**src/rtl/qadd_pkg.sv**
```systemverilog
// Shared defaults, sequencer states and sign-magnitude helpers for the qadd accumulator.
// Helpers work on 64-bit words with an explicit width so any N up to 64 can use them.
package qadd_pkg;

  localparam int QADD_N = 32;
  localparam int QADD_Q = 15;

  typedef enum logic [1:0] {
    IDLE = 2'd0,
    ACC  = 2'd1,
    DONE = 2'd2
  } state_t;

  // Largest representable magnitude with the requested sign, in an n-bit word.
  function automatic logic [63:0] sm_sat(input logic sign, input int unsigned n);
    logic [63:0] w;
    w        = (64'd1 << (n - 1)) - 64'd1;
    w[n - 1] = sign;
    return w;
  endfunction

  // Collapse -0 onto +0 so downstream stages only ever see one zero encoding.
  function automatic logic [63:0] sm_norm(input logic [63:0] x, input int unsigned n);
    logic [63:0] mag_mask;
    mag_mask = (64'd1 << (n - 1)) - 64'd1;
    return ((x & mag_mask) == 64'd0) ? 64'd0 : x;
  endfunction

endpackage

```
**src/rtl/qadd.sv**
```systemverilog
// Combinational sign-magnitude adder: c = a + b; ovr flags a same-sign magnitude carry-out.
// Q only documents the binary point; the add is identical for any fractional split.
module qadd #(
  parameter int Q = 15,
  parameter int N = 32
) (
  input  logic [N-1:0] a,
  input  logic [N-1:0] b,
  output logic [N-1:0] c,
  output logic         ovr
);

  logic [N-1:0] mag_sum;

  always_comb begin
    c       = '0;
    ovr     = 1'b0;
    mag_sum = {1'b0, a[N-2:0]} + {1'b0, b[N-2:0]};
    if (a[N-1] == b[N-1]) begin
      c   = {a[N-1], mag_sum[N-2:0]};
      ovr = mag_sum[N-1];
    end else if (a[N-2:0] > b[N-2:0]) begin
      c = {a[N-1], a[N-2:0] - b[N-2:0]};
    end else begin
      c = {b[N-1], b[N-2:0] - a[N-2:0]};
    end
  end

  if (Q >= N - 1) begin : g_bad_q
    $error("qadd: Q must leave at least one integer bit");
  end

endmodule

```
**src/rtl/qadd_accum_seq.sv**
```systemverilog
// Accumulates LEN sign-magnitude terms onto a bias through one shared qadd; result after LEN+1 cycles.
// in_ready only in ACC (in_valid low stalls); result held in DONE until out_ready, saturating on overflow.
module qadd_accum_seq
  import qadd_pkg::*;
#(
  parameter int N   = QADD_N,
  parameter int Q   = QADD_Q,
  parameter int LEN = 8
) (
  input  logic         clk,
  input  logic         rst_n,
  input  logic         start,
  input  logic [N-1:0] bias,
  input  logic         in_valid,
  input  logic [N-1:0] in_data,
  output logic         in_ready,
  output logic         out_valid,
  input  logic         out_ready,
  output logic [N-1:0] out_sum,
  output logic         out_ovf,
  output logic         busy
);

  localparam int CW = $clog2(LEN + 1);

  state_t         state, state_nxt;
  logic [N-1:0]   acc;
  logic [CW-1:0]  cnt;
  logic           ovf;
  logic [N-1:0]   add_sum;
  logic           add_ovr;
  logic [N-1:0]   acc_nxt;
  logic           ovf_nxt;
  logic           last_beat;

  qadd #(.Q(Q), .N(N)) u_qadd (
    .a   (acc),
    .b   (in_data),
    .c   (add_sum),
    .ovr (add_ovr)
  );

  // Saturation keeps the accumulator's sign; later terms continue from the clamped value.
  assign acc_nxt   = add_ovr ? N'(sm_sat(acc[N-1], N)) : add_sum;
  assign ovf_nxt   = ovf | add_ovr;
  assign last_beat = (cnt == CW'(LEN - 1));

  assign in_ready  = (state == ACC);
  assign out_valid = (state == DONE);
  assign busy      = (state != IDLE);

  always_comb begin
    state_nxt = state;
    case (state)
      IDLE:    if (start) state_nxt = ACC;
      ACC:     if (in_valid && last_beat) state_nxt = DONE;
      DONE:    if (out_ready) state_nxt = IDLE;
      default: state_nxt = IDLE;
    endcase
  end

  always_ff @(posedge clk or negedge rst_n) begin
    if (!rst_n) begin
      state   <= IDLE;
      acc     <= '0;
      cnt     <= '0;
      ovf     <= 1'b0;
      out_sum <= '0;
      out_ovf <= 1'b0;
    end else begin
      state <= state_nxt;
      if (state == IDLE && start) begin
        acc <= bias;
        cnt <= '0;
        ovf <= 1'b0;
      end else if (state == ACC && in_valid) begin
        acc <= acc_nxt;
        cnt <= cnt + CW'(1);
        ovf <= ovf_nxt;
        if (last_beat) begin
          out_sum <= N'(sm_norm(64'(acc_nxt), N));
          out_ovf <= ovf_nxt;
        end
      end
    end
  end

  if (LEN < 1 || N > 64 || N < 2) begin : g_bad_cfg
    $error("qadd_accum_seq: need LEN >= 1 and 2 <= N <= 64");
  end

endmodule

```
**config.mk**
```make
export PLATFORM = sky130hd
export DESIGN_NAME = qadd_accum_seq
export DESIGN_NICKNAME = d
export VERILOG_FILES = /design/src/rtl/qadd_pkg.sv /design/src/rtl/qadd.sv /design/src/rtl/qadd_accum_seq.sv
export SDC_FILE = /design/constraint.sdc
export NUM_CORES = 1
export LEC_CHECK = 0
export CAP_MARGIN = 20
export CORE_MARGIN = 8
export CORE_UTILIZATION = 27
export DETAILED_ROUTE_END_ITERATION = 10
export PLACE_DENSITY = 0.45
export REMOVE_ABC_BUFFERS = 1
export SLEW_MARGIN = 40
export SYNTH_ARGS = -nofsm -noshare
export SYNTH_HDL_FRONTEND = slang
export SYNTH_SLANG_ARGS = --single-unit
```
**constraint.sdc**
```tcl
create_clock -name clk -period 9.35 [get_ports clk]
set_clock_uncertainty 0.15 [all_clocks]
set_input_delay 1.87 -clock clk [delete_from_list [all_inputs] [get_ports clk]]
set_output_delay 1.87 -clock clk [all_outputs]
set_load 0.02 [all_outputs]
```
==> results.txt <==
Avg Inst Size Synth = 7.347 µm²
Fin Setup TNS = 0 ns
final critical-path required period = 6.657 ns
via count = 9405
CP endpoint kind = flip-flop
Ports = 105
async set-reset flop share out of synthesis = 1.000
WL/cell = 22.78 µm
synthesized instance count = 1205
number of setup violations in the final report = 0
LEAKAGE = 4.575 nW
core box area = 32450 µm²
layout cells sized above 1 = 0.04664
Final Max Tran Viols = 0
die area = 38840 µm²
Resize count post-CTS = 0
post-CTS setup buffer count = 0
non-filler cells, final = 1707
DP Wirelength = 30050 µm
Routed Antenna Nets = 0
slew at the pin closest to its max-slew limit = 0.8430 ns
DIE WIDTH = 197.1 µm
CTS clk-pin slew, worst paths = 0.08 ns
CTS tree = done
Clock Latency Late Sink = 0.37 ns
top cell type's share of synthesized area = 0.2035
DRC viols = 0
GR Overflow Total = 0
1st-iter DRT viols = 838
Synth top cells by count = o21ai_0, nand2_1, nor2_1
Synth area leaders = dfrtp_1, ha_1, o21ai_0
antenna cell count = 0
Nets = 1428
TritonRoute pass-1 iters = 8
All-Layer GR Usage = 0.1976
PD cells = 401.6 nW/µm²
peak supply drop = 132.2 µV
area grow syn2layout = 19.70%
antenna violations before repair = 0
Hold WC Path Type = reg -> reg
max cap viols = 0
RePlAce Congestion = 0.9159
M1 GR Usage = 0.2866
most frequent cell after synthesis = o21ai_0
unrepaired setup endpoints after global routing = false
max frequency = 0.1502 GHz
drt total wl = 38880 µm
library cells used by synthesis = 78
Worst Setup Path Type = in -> reg
leading area contributor after synthesis = dfrtp_1
die height = 197.1 µm
Slew HR = 0.4320
met3 global-route usage = 0.02606
met2 Resource Use GR = 0.3060
vias in the first global route = 9192
period utilization = 0.7120
htree depth = 3
row count = 66
Ys Warns = 0
# hold bufs at CTS = 0
clock buffer depth = 2
Root Driver = clkbuf_16
Worst EP required = 9.44 ns
Worst Path Arrival = 6.75 ns
number of port buffers = 104
Seq/Total Area, Yosys = 0.2035
maximum number of pins on one net before global-route repair = 56
gr busiest metal = met2
dpl cells = 1690
initial core utilization = 0.2728
status = finished, final reports clean
global-route wire length before repair = 58810 µm
ys flop type = dfrtp_1
Via density = 5.510
final hold violations = 0
CTS sink count = 72
number of synthesized flops with an enable pin = 0
Post-Synthesis Cell Area = 8853 µm²
Num CTS Buffers = 9
FF+latch count, synth = 72
largest fanout on the critical path = 22
Critical Path Start Type = input pin
[power breakdown]
| group | internal [mW] | switching, mW |
|---|---|---|
| sequential | 0.455 | 0.140 |
| clock | 0.212 | 0.178 |
| combinational | 1.10 | 2.17 |
[critical path, stage by stage]
cell	delay, ns
clkdlybuf4s50_1	0.51
inv_1	0.06
ha_1	0.63
nand2_2	0.17
or4_4	0.62
nor4_4	0.32
o21ba_1	0.41
nor2_8	0.52
mux2i_1	0.25
a31oi_1	0.12
xnor2_1	0.26
nor4b_1	0.62
and4_1	0.27
a31oi_1	0.09
[per-stage QoR]
step                      utilization  hold WS [ns]  setup WS (ns)  total power, mW  area [µm²]
final                          0.3265        0.3293          2.693            4.256       10600
after floorplan                     -        0.2987          3.460            2.599        8531
after CTS                      0.3257        0.3343          2.672            4.203       10570
after global routing           0.3265        0.3529          2.455            4.572       10600
after detailed placement       0.3161        0.3125          2.292            3.786       10260
after global placement         0.3155        0.3072          2.331            3.805       10240
[metal layers]
layer  part of all wire  vias to the layer above
met5                  0                        -
met1               0.49                     4535
li1                   -                     4494
met2               0.44                      344
met4              0.013                        0
met3              0.058                       32
[final cells by class]
| cell class | instances | area [µm²] |
|---|---|---|
| Sequential cell | 72 | 1802 |
| Clock inverter | 7 | 87.58 |
| Multi-Input combinational cell | 966 | 6425 |
| Clock buffer | 9 | 225.2 |
| Inverter | 95 | 356.6 |
| Timing Repair Buffer | 116 | 1149 |
| Fill cell | 3555 | 21860 |
| Tap cell | 442 | 553.0 |
[kinds of logic after synthesis]
| group | synth area share |
|---|---|
| adders and majority gates | 0.1425 |
| muxes | 0.01823 |
| xor gates and xnor gates | 0.01682 |
| buffers and inverters | 0.07674 |
| DFF | 0.2035 |
| AOI/OAI and AO/OA | 0.3167 |
| and+or+nand+nor | 0.2255 |
[cell usage in the layout, fill, tap and decap left out, types with 10 or more instances in the layout]
cell             instances
o21bai_1                15
o21ai_0                120
or3_1                   13
and2_1                  11
nand4_1                 20
mux2i_1                 15
a21oi_1                103
clkdlybuf4s50_1        103
buf_4                   12
o21a_1                  13
inv_1                   95
a31oi_1                 16
nand2_1                102
o211ai_1                12
nand3_1                 33
nand2b_1                14
a211oi_1                28
nor2b_1                 13
dfrtp_1                 72
ha_1                    96
xnor2_1                 10
nor3_1                  30
a22oi_1                 25
and3_1                  13
nor2_1                 103
a21o_1                  23
[state kept, by name, summed over array words and instances, names as in the netlist]
name	cells
acc	32
out_sum	32
cnt	4
state	2
out_ovf	1
ovf	1
[final timing paths]
check                      slack [ns]        start     endpoint  cells after the start
setup / recovery                 2.69  in_data[12]  out_sum[31]                     14
hold / removal                   0.33  out_sum[10]  out_sum[10]                      2
setup reg to reg                 4.26      acc[13]  out_sum[31]                     12
hold reg to reg                  0.33  out_sum[10]  out_sum[10]                      2
max in group asynchronous        6.77        rst_n  out_sum[24]                      2
min in group asynchronous        1.28        rst_n   out_sum[7]                      1
Note: power is estimated with default switching activity, not from simulation.
